### src/rtl/pipelined_alu_if.sv
// pipelined_alu_if: request/response bundle between decode/bypass logic and the ALU.
// master = requester (execute stage), slave = pipelined_alu.
interface pipelined_alu_if #(
  parameter int WIDTH   = 32,
  parameter int SHAMT_W = $clog2(WIDTH)
);
  logic               in_valid;
  logic               in_ready;
  logic [WIDTH-1:0]   data_operandA;
  logic [WIDTH-1:0]   data_operandB;
  logic [4:0]         ctrl_ALUopcode;
  logic [SHAMT_W-1:0] ctrl_shiftamt;
  logic               out_valid;
  logic               out_ready;
  logic [WIDTH-1:0]   data_result;
  logic               isNotEqual;
  logic               isLessThan;
  logic               overflow;
  logic               div_by_zero;

  modport master (
    output in_valid, data_operandA, data_operandB, ctrl_ALUopcode, ctrl_shiftamt, out_ready,
    input  in_ready, out_valid, data_result, isNotEqual, isLessThan, overflow, div_by_zero
  );

  modport slave (
    input  in_valid, data_operandA, data_operandB, ctrl_ALUopcode, ctrl_shiftamt, out_ready,
    output in_ready, out_valid, data_result, isNotEqual, isLessThan, overflow, div_by_zero
  );
endinterface

### src/rtl/pipelined_alu.sv
// pipelined_alu: registered ALU with valid/ready handshake. Define PIPELINED_ALU_MULDIV_EN
// to build the iterative signed MUL/DIV datapath; otherwise opcodes 6/7 decode as ADD.
module pipelined_alu #(
  parameter int WIDTH   = 32,
  parameter int SHAMT_W = $clog2(WIDTH)
) (
  input  logic           clock,
  input  logic           reset_n,
  pipelined_alu_if.slave bus
);
  // Opcode 0 and every undecoded value fall through to ADD.
  localparam logic [4:0] OP_SUB = 5'd1;
  localparam logic [4:0] OP_AND = 5'd2;
  localparam logic [4:0] OP_OR  = 5'd3;
  localparam logic [4:0] OP_SLL = 5'd4;
  localparam logic [4:0] OP_SRA = 5'd5;

`ifdef PIPELINED_ALU_MULDIV_EN
  localparam logic [4:0] OP_MUL = 5'd6;
  localparam logic [4:0] OP_DIV = 5'd7;
  localparam int         CNT_W  = $clog2(WIDTH);
  localparam logic [CNT_W-1:0] CNT_LAST = CNT_W'(WIDTH - 1);
  localparam logic [WIDTH-1:0] MIN_VAL  = {1'b1, {(WIDTH-1){1'b0}}};

  typedef enum logic [1:0] {S_IDLE, S_BUSY, S_DONE} state_t;
`else
  typedef enum logic [0:0] {S_IDLE, S_DONE} state_t;
`endif

  state_t state, state_next;

  logic [WIDTH-1:0]   a, b;
  logic [4:0]         op;
  logic [SHAMT_W-1:0] shamt;
  logic               in_ready, out_valid, accept;

  assign a      = bus.data_operandA;
  assign b      = bus.data_operandB;
  assign op     = bus.ctrl_ALUopcode;
  assign shamt  = bus.ctrl_shiftamt;
  assign accept = bus.in_valid && in_ready;

  // Single-cycle datapath.
  logic [WIDTH-1:0] add_sum, sub_diff, sc_result;
  logic             add_ovf, sub_ovf, sc_ovf;

  assign add_sum  = a + b;
  assign sub_diff = a - b;
  assign add_ovf  = (a[WIDTH-1] == b[WIDTH-1]) && (add_sum[WIDTH-1] != a[WIDTH-1]);
  assign sub_ovf  = (a[WIDTH-1] != b[WIDTH-1]) && (sub_diff[WIDTH-1] != a[WIDTH-1]);

  always_comb begin
    // NOTE: every always_comb output gets a default first so no path leaves it unassigned (no latch).
    sc_result = add_sum;
    sc_ovf    = add_ovf;
    case (op)
      OP_SUB: begin sc_result = sub_diff; sc_ovf = sub_ovf; end
      OP_AND: begin sc_result = a & b;    sc_ovf = 1'b0;    end
      OP_OR:  begin sc_result = a | b;    sc_ovf = 1'b0;    end
      OP_SLL: begin sc_result = a << shamt; sc_ovf = 1'b0;  end
      OP_SRA: begin sc_result = $signed(a) >>> shamt; sc_ovf = 1'b0; end
      default: ;
    endcase
  end

`ifdef PIPELINED_ALU_MULDIV_EN
  // Iterative datapath: shift-add multiply and restoring divide, both on magnitudes.
  logic               is_muldiv;
  logic [CNT_W-1:0]   cnt;
  logic               md_div, md_neg, md_dbz, md_div_ovf;
  logic [2*WIDTH-1:0] acc, mcand, acc_step, prod;
  logic [WIDTH-1:0]   mplier, rem, quo, dvsr, abs_a, abs_b;
  logic [WIDTH:0]     rem_sh, rem_diff;
  logic [WIDTH-1:0]   rem_step, quo_step, md_result;
  logic               md_ovf_fin;

  assign is_muldiv = (op == OP_MUL) || (op == OP_DIV);
  assign abs_a     = a[WIDTH-1] ? -a : a;
  assign abs_b     = b[WIDTH-1] ? -b : b;

  always_comb begin
    acc_step = acc + (mplier[0] ? mcand : '0);
    prod     = md_neg ? -acc_step : acc_step;
    rem_sh   = {rem, quo[WIDTH-1]};
    rem_diff = rem_sh - {1'b0, dvsr};
    // A borrow out of the trial subtraction means the divisor did not fit: restore.
    rem_step = rem_diff[WIDTH] ? rem_sh[WIDTH-1:0] : rem_diff[WIDTH-1:0];
    quo_step = {quo[WIDTH-2:0], ~rem_diff[WIDTH]};
    md_result  = prod[WIDTH-1:0];
    md_ovf_fin = ~(&prod[2*WIDTH-1:WIDTH-1]) && (|prod[2*WIDTH-1:WIDTH-1]);
    if (md_div) begin
      md_result  = md_dbz ? '1 : (md_neg ? -quo_step : quo_step);
      md_ovf_fin = md_div_ovf;
    end
  end
`endif

  // FSM: state register plus next-state logic.
  always_ff @(posedge clock or negedge reset_n) begin
    if (!reset_n) state <= S_IDLE;
    else          state <= state_next;
  end

  always_comb begin
    state_next = state;
    case (state)
      S_IDLE: if (accept) begin
`ifdef PIPELINED_ALU_MULDIV_EN
        state_next = is_muldiv ? S_BUSY : S_DONE;
`else
        state_next = S_DONE;
`endif
      end
`ifdef PIPELINED_ALU_MULDIV_EN
      S_BUSY: if (cnt == CNT_LAST) state_next = S_DONE;
`endif
      S_DONE: if (bus.out_ready) state_next = S_IDLE;
      default: state_next = S_IDLE;
    endcase
  end

  assign in_ready  = (state == S_IDLE);
  assign out_valid = (state == S_DONE);

  // Result and flag registers, loaded at accept or at the last iteration.
  logic [WIDTH-1:0] result_q;
  logic             ne_q, lt_q, ovf_q, dbz_q;

  always_ff @(posedge clock or negedge reset_n) begin
    if (!reset_n) begin
      // NOTE: all state here is a handful of flops, so every one is reset for a clean abort.
      result_q <= '0;
      ne_q     <= 1'b0;
      lt_q     <= 1'b0;
      ovf_q    <= 1'b0;
      dbz_q    <= 1'b0;
`ifdef PIPELINED_ALU_MULDIV_EN
      cnt        <= '0;
      md_div     <= 1'b0;
      md_neg     <= 1'b0;
      md_dbz     <= 1'b0;
      md_div_ovf <= 1'b0;
      acc        <= '0;
      mcand      <= '0;
      mplier     <= '0;
      rem        <= '0;
      quo        <= '0;
      dvsr       <= '0;
`endif
    end else if (accept) begin
      // NOTE: non-blocking assignments so every register samples pre-edge values.
      ne_q <= (a != b);
      lt_q <= ($signed(a) < $signed(b));
`ifdef PIPELINED_ALU_MULDIV_EN
      if (is_muldiv) begin
        cnt        <= '0;
        md_div     <= (op == OP_DIV);
        md_neg     <= a[WIDTH-1] ^ b[WIDTH-1];
        md_dbz     <= (op == OP_DIV) && (b == '0);
        md_div_ovf <= (a == MIN_VAL) && (b == '1);
        acc        <= '0;
        mcand      <= {{WIDTH{1'b0}}, abs_a};
        mplier     <= abs_b;
        rem        <= '0;
        quo        <= abs_a;
        dvsr       <= abs_b;
      end else begin
        result_q <= sc_result;
        ovf_q    <= sc_ovf;
        dbz_q    <= 1'b0;
      end
`else
      result_q <= sc_result;
      ovf_q    <= sc_ovf;
      dbz_q    <= 1'b0;
`endif
    end
`ifdef PIPELINED_ALU_MULDIV_EN
    else if (state == S_BUSY) begin
      acc    <= acc_step;
      mcand  <= mcand << 1;
      mplier <= mplier >> 1;
      rem    <= rem_step;
      quo    <= quo_step;
      cnt    <= cnt + 1'b1;
      if (cnt == CNT_LAST) begin
        result_q <= md_result;
        ovf_q    <= md_ovf_fin;
        dbz_q    <= md_dbz;
        cnt      <= '0;
      end
    end
`endif
  end

  assign bus.in_ready    = in_ready;
  assign bus.out_valid   = out_valid;
  assign bus.data_result = result_q;
  assign bus.isNotEqual  = ne_q;
  assign bus.isLessThan  = lt_q;
  assign bus.overflow    = ovf_q;
`ifdef PIPELINED_ALU_MULDIV_EN
  assign bus.div_by_zero = dbz_q;
`else
  assign bus.div_by_zero = 1'b0;
`endif
endmodule

### src/flat_wrapper.sv
// flat-port wrapper written by rule: the top's interface ports become plain ports
module pipelined_alu_flat 
#(
  parameter int WIDTH   = 32,
  parameter int SHAMT_W = $clog2(WIDTH)
)
  (clock, reset_n, bus_in_valid, bus_data_operandA, bus_data_operandB, bus_ctrl_ALUopcode, bus_ctrl_shiftamt, bus_out_ready, bus_in_ready, bus_out_valid, bus_data_result, bus_isNotEqual, bus_isLessThan, bus_overflow, bus_div_by_zero);
  pipelined_alu_if #(.WIDTH(WIDTH), .SHAMT_W(SHAMT_W)) bus_i ();
  input  logic clock;
  input  logic reset_n;
  input wire logic [$bits(bus_i.in_valid)-1:0] bus_in_valid;
  input wire logic [$bits(bus_i.data_operandA)-1:0] bus_data_operandA;
  input wire logic [$bits(bus_i.data_operandB)-1:0] bus_data_operandB;
  input wire logic [$bits(bus_i.ctrl_ALUopcode)-1:0] bus_ctrl_ALUopcode;
  input wire logic [$bits(bus_i.ctrl_shiftamt)-1:0] bus_ctrl_shiftamt;
  input wire logic [$bits(bus_i.out_ready)-1:0] bus_out_ready;
  output wire logic [$bits(bus_i.in_ready)-1:0] bus_in_ready;
  output wire logic [$bits(bus_i.out_valid)-1:0] bus_out_valid;
  output wire logic [$bits(bus_i.data_result)-1:0] bus_data_result;
  output wire logic [$bits(bus_i.isNotEqual)-1:0] bus_isNotEqual;
  output wire logic [$bits(bus_i.isLessThan)-1:0] bus_isLessThan;
  output wire logic [$bits(bus_i.overflow)-1:0] bus_overflow;
  output wire logic [$bits(bus_i.div_by_zero)-1:0] bus_div_by_zero;
  assign bus_i.in_valid = bus_in_valid;
  assign bus_i.data_operandA = bus_data_operandA;
  assign bus_i.data_operandB = bus_data_operandB;
  assign bus_i.ctrl_ALUopcode = bus_ctrl_ALUopcode;
  assign bus_i.ctrl_shiftamt = bus_ctrl_shiftamt;
  assign bus_i.out_ready = bus_out_ready;
  assign bus_in_ready = bus_i.in_ready;
  assign bus_out_valid = bus_i.out_valid;
  assign bus_data_result = bus_i.data_result;
  assign bus_isNotEqual = bus_i.isNotEqual;
  assign bus_isLessThan = bus_i.isLessThan;
  assign bus_overflow = bus_i.overflow;
  assign bus_div_by_zero = bus_i.div_by_zero;
  pipelined_alu #(.WIDTH(WIDTH), .SHAMT_W(SHAMT_W)) u_core (.clock(clock), .reset_n(reset_n), .bus(bus_i));
endmodule
### config.mk
export PLATFORM = sky130hd
export DESIGN_NAME = pipelined_alu_flat
export DESIGN_NICKNAME = d
export VERILOG_FILES = /design/src/rtl/pipelined_alu_if.sv /design/src/rtl/pipelined_alu.sv /design/src/flat_wrapper.sv
export SDC_FILE = /design/constraint.sdc
export NUM_CORES = 1
export LEC_CHECK = 0
export ABC_CLOCK_PERIOD_IN_PS = 2570
export CORE_MARGIN = 4
export CORE_UTILIZATION = 59
export CTS_CLUSTER_SIZE = 8
export DETAILED_ROUTE_END_ITERATION = 8
export PLACE_DENSITY = 0.9
export SLEW_MARGIN = 5
export SYNTH_ARGS = -nofsm -noshare
export SYNTH_HDL_FRONTEND = slang
export SYNTH_SLANG_ARGS = --single-unit
### constraint.sdc
create_clock -name clock -period 2.57 [get_ports clock]
set_clock_uncertainty 0.1 [all_clocks]
set_input_delay 0.257 -clock clock [delete_from_list [all_inputs] [get_ports clock]]
set_output_delay 0.257 -clock clock [all_outputs]
set_load 0.02 [all_outputs]
==> results of run 1 <==
## per-stage QoR
step	setup TNS, ps	hold slack [ps]	setup slack [ps]	cells	cell area [um^2]
after detailed placement	-26590	341.4	-1125	2054	14430
after global placement	-20930	325.4	-910.1	2054	14430
after floorplan	-1183	-138.6	-257.2	1346	9827
## Yosys cell counts, drive strengths merged (4+ instances only)
cell type,instances
a31oi,16
mux2,7
nor3,31
o31ai,15
and2,7
nor2,206
a211o,5
a221o,11
a221oi,21
a22oi,5
and3,8
o22a,5
xnor2,17
mux2i,67
a211oi,29
dfrtp,36
o21ai,95
nand4,8
nor3b,4
nor2b,10
o211ai,22
o311ai,5
o32a,9
inv,100
a21oi,131
o31a,4
ha,96
buf,32
or4,4
nand3,24
o22ai,15
o221ai,21
or3,9
o21bai,11
nor4,12
nand2b,10
nand2,75
clkbuf,74
mux4,34
a21o,12
## cells by family after synthesis
group,count (synthesis),synth area share [%]
DFF,36,9.412
and+or+nand+nor,416,19.49
xor gates and xnor gates,19,1.739
muxes,108,15.83
adders and majority gates,98,12.97
other,1,0.03918
buffers and inverters,208,8.562
AOI/OAI and AO/OA,460,31.96
==> results.py, run 1 <==
metrics = {
    "die": {
        "fp-row-count": 46,
        "die_width_um": 135.4,
        "start_util_pct": 60.26,
        "num_io_pins": 116,
        "die_y_um": 135.4,
    },
    "placed_design": {
        "hpwl_mm": 44.07,
        "place.gp.congestion": 1.203,
        "port_buffers": 114,
    },
    "run_status": {
        "error": "[ERROR DPL-0033] detailed placement checks failed during check placement.",
        "failed_stage": "clock tree synthesis",
        "status": "did not finish",
    },
    "logic_synthesis": {
        "ys_ff_latch": 36,
        "synthFlopType": "dfrtp_1",
        "synth-edff-count": 0,
        "synth_top_area_cell": "ha_1",
        "synth_nets": 1522,
        "synth.avg_cell_area_um2": 7.111,
        "syn-cell-area_um2": 9572,
        "synth_warnings": 0,
        "synth_top_cell_area_share_pct": 12.55,
        "async_reset_ff_share_pct": 100.0,
        "synth_area_leaders": "ha_1, dfrtp_1, nor2_1, mux4_2, mux2i_1",
        "netlist_instances": 1346,
        "ys_seq_area_share_pct": 9.412,
        "synth.distinct_cells": 80,
    },
    "clock_network": {
        "ctsHoldBuffers": 0,
        "cts_setup_buffers": 43,
        "cts_buffers": 5,
        "cts_root_buf": "clkbuf_16",
        "cts_resized": 325,
        "cts_sinks": 36,
        "cts-htree-levels": 2,
        "cts_max_path_buffers": 2,
    },
}
==> run 2: changes to the inputs <==
CORE_UTILIZATION = 40   (was 59)
CTS_CLUSTER_SIZE = unset   (was 8)
PLACE_DENSITY = unset   (was 0.9)
PLACE_DENSITY_LB_ADDON = 0.15   (was unset)
==> run 2 against run 1 <==
Effect of this change:
- synthesized area unchanged
- synthesized cell count unchanged
- the flow now finishes, with violations (setup timing)
==> results.py, run 2 <==
metrics = {
    "run_status": {
        "status": "finished with violations",
        "violations": "setup timing",
    },
    "logic_synthesis": {
        "synth_area_leaders": "ha_1, dfrtp_1, nor2_1, mux4_2, mux2i_1",
        "netlist_instances": 1346,
        "synth_xor_area_share_pct": 1.739,
        "synth_compound_gate_area_share_pct": 31.96,
        "synth.most_common_cell": "nor2_1",
        "synthAdderAreaFrac_pct": 12.97,
        "muxShareOfSynthArea_pct": 15.83,
        "synth_nets": 1522,
        "synth.distinct_cells": 80,
        "synth.avg_cell_area_um2": 7.111,
        "ys_ff_latch": 36,
        "synth_warnings": 0,
        "synth_top_area_cell": "ha_1",
        "ys_seq_area_share_pct": 9.412,
        "async_reset_ff_share_pct": 100.0,
        "synth_top_cell_area_share_pct": 12.55,
        "synth_commonest_cells": "nor2_1, a21oi_1, inv_1, ha_1, o21ai_0",
        "synth_top_family_by_area": "compound AO/OA/AOI/OAI gates",
        "synth-edff-count": 0,
        "synthFlopType": "dfrtp_1",
        "syn-cell-area_um2": 9572,
        "synthSimpleGateAreaFrac_pct": 19.49,
    },
    "power_and_ir_drop": {
        "p_total_mw": 5.879,
        "clockPowerShare_pct": 12.9,
        "p_int_mw": 3.233,
        "power_switching_share_pct": 45.01,
        "pwr-share-comb_pct": 72.8,
        "peakVddDrop_mv": 0.3154,
        "power.density_nw_per_um2": 356.6,
        "leakagePower_nw": 7.414,
        "p_sw_mw": 2.647,
        "pwr-share-seq_pct": 14.3,
    },
    "setup_path": {
        "critPathKind": "input port to flip-flop",
        "cp_max_fo": 4,
        "r2r_slack_ps": 300,
        "r2r-start": "u_core.bus.out_valid",
        "critical_path_arrival_ps": 2900,
        "start_kind": "input port",
        "reg2reg_depth": 10,
        "required_ps": 2650,
        "r2r-end": "u_core.bus.data_result[23]",
        "cp-end-kind": "flip-flop",
    },
    "route": {
        "detail_route.first_pass.iterations": 6,
        "vias_per_cell": 6.050,
        "vias": 13547,
        "drc": 0,
        "ant_nets": 0,
        "drt-wirelength-per-cell_um": 23.50,
        "drt_iter0_markers": 1498,
        "wirelength_mm": 52.62,
    },
    "grt": {
        "grt_use_met1_pct": 49.07,
        "grt_pass1_vias": 12735,
        "grt_overflow_total": 0,
        "busiest_layer": "met2",
        "grt_antenna_before_repair": 0,
        "grt_max_degree": 44,
        "grt_use_met2_pct": 61.09,
        "grt_pass1_wl_mm": 76.27,
        "globalRouteMet3Util_pct": 3.645,
        "grt_usage_pct": 37.51,
    },
    "timing": {
        "post-route-period-util_pct": 109.7,
        "hold_ws_ps": 34.34,
        "setup_viol": 11,
        "slew_violations": 0,
        "rsz0062_at_grt": "yes",
        "period_minus_slack_ps": 2818,
        "worst_pin_slew_ps": 1034,
        "fmax_ghz": 0.3548,
        "hold_violations": 0,
        "setup_slack_ps": -248.4,
        "fin_tns_setup_ps": -1276,
        "slew_headroom_pct": 31.06,
    },
    "placed_design": {
        "hpwl_mm": 42.23,
        "place.gp.congestion": 1.033,
        "pre_cts_slack_ps": -1063,
        "dpl_cell_area_um2": 14830,
        "dp_cells": 2186,
        "port_buffers": 114,
    },
    "finish": {
        "final_area_um2": 16490,
        "layout-drive-gt1-share_pct": 45.57,
        "area_growth_pct": 72.27,
        "mostFrequentLayoutCell": "buf_4",
        "utilization_pct": 70.25,
        "largest_reg_flops": 32,
        "final_cell_mix": "buf_4, nor2_1, a21oi_1",
        "final_nets": 2095,
        "n_antenna_cell": 0,
        "fin_cells": 2239,
    },
    "clock_network": {
        "cts_max_path_buffers": 2,
        "cts.clk_slew.worst_paths_ps": 70,
        "cts-htree-levels": 2,
        "clk_latency_ps": 300,
        "cts_root_buf": "clkbuf_16",
        "cts_buffers": 5,
        "cts_sinks": 36,
        "cts_tree": "built",
    },
    "die": {
        "core_um2": 23470,
        "start_util_pct": 40.78,
        "die_area_um2": 26470,
        "num_io_pins": 116,
        "fp-row-count": 56,
        "die_y_um": 162.7,
        "die_width_um": 162.7,
    },
    "job": {
        "cap_violations": 0,
    },
    "worst_hold_path": {
        "hold_path_class": "input port to async pin",
    },
}
-- run 2: cell counts after synthesis --
No cell type changed its count.
-- run 2: worst max path at each step --
stage | start | to | cells after the start | slack (ps)
detailed placement | bus_data_operandA[8] | u_core.bus.overflow | 14 | -1060
finish | bus_data_operandA[9] | u_core.bus.data_result[30] | 13 | -250
global placement | bus_data_operandA[8] | u_core.bus.overflow | 14 | -1010
floorplan | bus_data_operandA[9] | u_core.bus.data_result[24] | 12 | -260
CTS | bus_data_operandA[9] | u_core.bus.data_result[30] | 14 | -450
global route | bus_data_operandB[9] | u_core.bus.data_result[24] | 14 | -310
-- run 2: power by group through the flow --
stage	clock network (mW)	registers, mW	logic (mW)
4_1_cts	0.764	0.832	3.98
3_3_place_gp	0	0.838	3.73
6_report	0.758	0.841	4.28
5_1_grt	0.789	0.852	4.51
2_1_floorplan	0	1.00	1.58
3_5_place_dp	0	0.840	3.76
-- run 2: area by class of cell --
class                      instances  area (um^2)
multi-input combinational       1102         9211
fill                            1963         6983
timing repair buffer             672         5403
sequential                        36        900.9
inverter                         102        407.9
tap                              319        399.1
clock buffer                       5        125.1
clock inverter                     3        42.54
-- run 2: critical path, cell delays in order --
cell	delay (ps)
buf_12	120
inv_12	40
ha_4	190
or4_4	540
a2111o_1	340
a31oi_4	200
buf_6	130
o41ai_4	90
buf_4	180
o31ai_4	260
a211o_1	200
a21oi_2	60
o32a_1	290
-- run 2: repair_timing --
| item | CTS | global route |
|---|---|---|
| setup endpoints to repair | 33 | 32 |
| pin swaps | 69 | 67 |
| hold buffers | 0 | 0 |
| buffers inserted | 30 | 21 |
| resized for setup | 205 | 228 |
-- run 2: per-layer routing --
metal  vias up  part of all wire (%)
met2       770                    46
met5         -                     0
met4         0                   6.5
met3       164                   7.7
li1       6135                     -
met1      6478                    39
-- run 2: kinds of logic after synthesis --
group                      Yosys count
AOI/OAI and AO/OA                  460
and+or+nand+nor                    416
buffers and inverters              208
muxes                              108
adders and majority gates           98
DFF                                 36
xor gates and xnor gates            19
other                                1
Power figures use the tool's default switching activity.
==> run 3: changes to the inputs <==
GPL_TIMING_DRIVEN = 0   (was unset)
==> run 3 against run 2 <==
Effect of this change:
- the run still ends with setup timing left
- critical endpoint is now u_core.bus.data_result[20]
- power decreased by 7.5%
- design area decreased by 16%
- non-clock buffer count decreased by 358
- clock power increased by 0.5%
- critical path depth unchanged
- sequential share of layout area increased by 1.0 points
- via count decreased by 5.8%
- clock-buffer cell count increased by 1
- global-route usage increased by 2.7 points
- worst setup slack improved by 12 ps
- flip-flop and latch count unchanged
==> results.py, run 3 (synthesis results as in run 2) <==
metrics = {
    "run_status": {
        "status": "finished with violations",
        "violations": "setup timing",
    },
    "route": {
        "detail_route.first_pass.iterations": 6,
        "wl_met1_mm": 21.42,
        "vias_per_cell": 6.783,
        "drt-wirelength-per-cell_um": 29.45,
        "wirelength_mm": 55.42,
        "dr.max_layer_used": "met5",
        "vias": 12766,
        "ant_nets": 0,
        "wl_met3_mm": 6.311,
        "drt_iter0_markers": 1648,
        "met2_length_mm": 23.95,
        "drc": 0,
    },
    "die": {
        "num_io_pins": 116,
        "die_y_um": 162.7,
        "die_width_um": 162.7,
        "die_area_um2": 26470,
        "start_util_pct": 40.78,
        "core_um2": 23470,
        "fp-row-count": 56,
    },
    "power_and_ir_drop": {
        "pwr-share-comb_pct": 70.7,
        "power.density_nw_per_um2": 390.5,
        "p_sw_mw": 2.646,
        "pwr-share-seq_pct": 15.2,
        "p_total_mw": 5.438,
        "power_switching_share_pct": 48.65,
        "peakVddDrop_mv": 0.2791,
        "p_int_mw": 2.792,
        "clockPowerShare_pct": 14.0,
        "leakagePower_nw": 5.661,
    },
    "setup_path": {
        "critical_path_arrival_ps": 2930,
        "critPathKind": "input port to flip-flop",
        "cp_slowest_cell": "or4_4",
        "path_cells": "buf_8 > inv_6 > ha_4 > or4_4 > a2111o_1 > a31oi_4 > nor3_4 > o221ai_4 > a211oi_2 > buf_4 > o22ai_1 > o21ai_2 > a31oi_1",
        "start_kind": "input port",
        "worst-path-buf-inv": 3,
        "critPathTopFamily": "compound AO/OA/AOI/OAI gates",
        "cp_max_fo": 4,
        "required_ps": 2690,
        "max_stage_delay_ps": 540,
        "cp-end-kind": "flip-flop",
    },
    "timing": {
        "fin_tns_setup_ps": -1714,
        "hold_violations": 0,
        "slew_headroom_pct": 31.26,
        "slew_violations": 0,
        "post-route-period-util_pct": 109.2,
        "hold_ws_ps": 363.1,
        "setup_slack_ps": -236.4,
        "period_minus_slack_ps": 2806,
        "worst_pin_slew_ps": 1031,
        "fmax_ghz": 0.3563,
        "rsz0062_at_grt": "yes",
        "setup_viol": 13,
    },
    "placed_design": {
        "hpwl_mm": 41.99,
        "dpl_cell_area_um2": 11350,
        "port_buffers": 109,
        "place.gp.congestion": 1.035,
    },
    "clock_network": {
        "clk_latency_ps": 310,
        "cts_root_buf": "clkbuf_16",
        "cts.clk_slew.worst_paths_ps": 70,
        "cts_sinks": 36,
        "cts_max_path_buffers": 2,
        "cts-htree-levels": 2,
        "cts_buffers": 5,
        "cts_tree": "built",
    },
    "job": {
        "cap_violations": 0,
    },
    "grt": {
        "grt_pass1_vias": 12199,
        "grt_overflow_total": 0,
        "grt_pass1_wl_mm": 79.99,
        "grt_max_degree": 20,
        "grt_usage_pct": 40.21,
        "grt_antenna_before_repair": 2,
    },
    "finish": {
        "mostFrequentLayoutCell": "nor2_1",
        "layout-drive-gt1-share_pct": 34.06,
        "final_area_um2": 13930,
        "final_cell_mix": "nor2_1, buf_4, a21oi_1",
        "area_growth_pct": 45.49,
        "largest_reg_flops": 32,
        "final_nets": 1737,
    },
    "worst_hold_path": {
        "hold_path_class": "input port to async pin",
    },
}
[run 3: cell count changes in the layout (fill, tap and decap cells not counted), moves of 8 or more]
cell,delta
buf_2,+8
mux2i_2,+8
mux2i_1,-8
ha_1,+9
clkdlybuf4s50_1,-11
a21oi_1,-9
buf_8,+8
clkbuf_1,+19
clkbuf_2,+19
ha_4,-13
inv_2,-9
buf_4,-421
[run 3: per-layer routing]
metal	up-vias	track usage (%)
li1	5412	-
met1	6139	52.16
met4	2	20.82
met3	225	10.83
met5	-	0
met2	988	61.30
[run 3: timing repair]
item,4_1_cts,5_1_grt
buffers inserted,77,36
cloned,1,1
hold buffers,1,0
pin swaps,92,89
endpoints found under the hold margin,17,0
setup endpoints to repair,35,34
gates resized for setup,517,174
[run 3: final cells by class]
type / count / area, um^2
Clock inverter: 2 / 35.03
Tap cell: 319 / 399.1
Antenna cell: 1 / 2.502
Sequential cell: 36 / 900.9
Buffer: 93 / 683.2
Fill cell: 2214 / 9547
Multi-Input combinational cell: 1102 / 9360
Inverter: 102 / 431.7
Timing Repair Buffer: 221 / 1984
Clock buffer: 6 / 128.9
[run 3: final timing paths]
check	to	depth (start not counted)	from	slack (ps)
setup / recovery	u_core.bus.data_result[20]	13	bus_data_operandB[8]	-240
setup reg to reg	u_core.bus.data_result[29]	8	u_core.bus.out_valid	-50
min in group clock	u_core.bus.data_result[1]	1	u_core.bus.data_result[1]	390
max in group asynchronous	u_core.bus.data_result[1]	3	reset_n	1500
hold reg to reg	u_core.bus.data_result[1]	1	u_core.bus.data_result[1]	390
hold / removal	u_core.bus.data_result[4]	2	reset_n	360
[run 3: through the flow]
stage                     util [%]  worst slack (ps)  instances
after detailed placement     48.34             -2177       1776
after global routing         59.32            -303.6       1881
final                        59.33            -236.4       1882
after floorplan                  -            -257.2       1346
after global placement       48.21             -2225       1774
after CTS                    56.10            -260.3       1851
[run 3: power groups by stage]
| stage | clock network (mW) | registers (mW) | logic (mW) |
|---|---|---|---|
| 6_report | 0.762 | 0.829 | 3.85 |
| 3_3_place_gp | 0 | 0.831 | 2.99 |
| 3_5_place_dp | 0 | 0.830 | 2.99 |
| 4_1_cts | 0.762 | 0.823 | 3.48 |
| 5_1_grt | 0.781 | 0.844 | 4.01 |
| 2_1_floorplan | 0 | 1.00 | 1.58 |
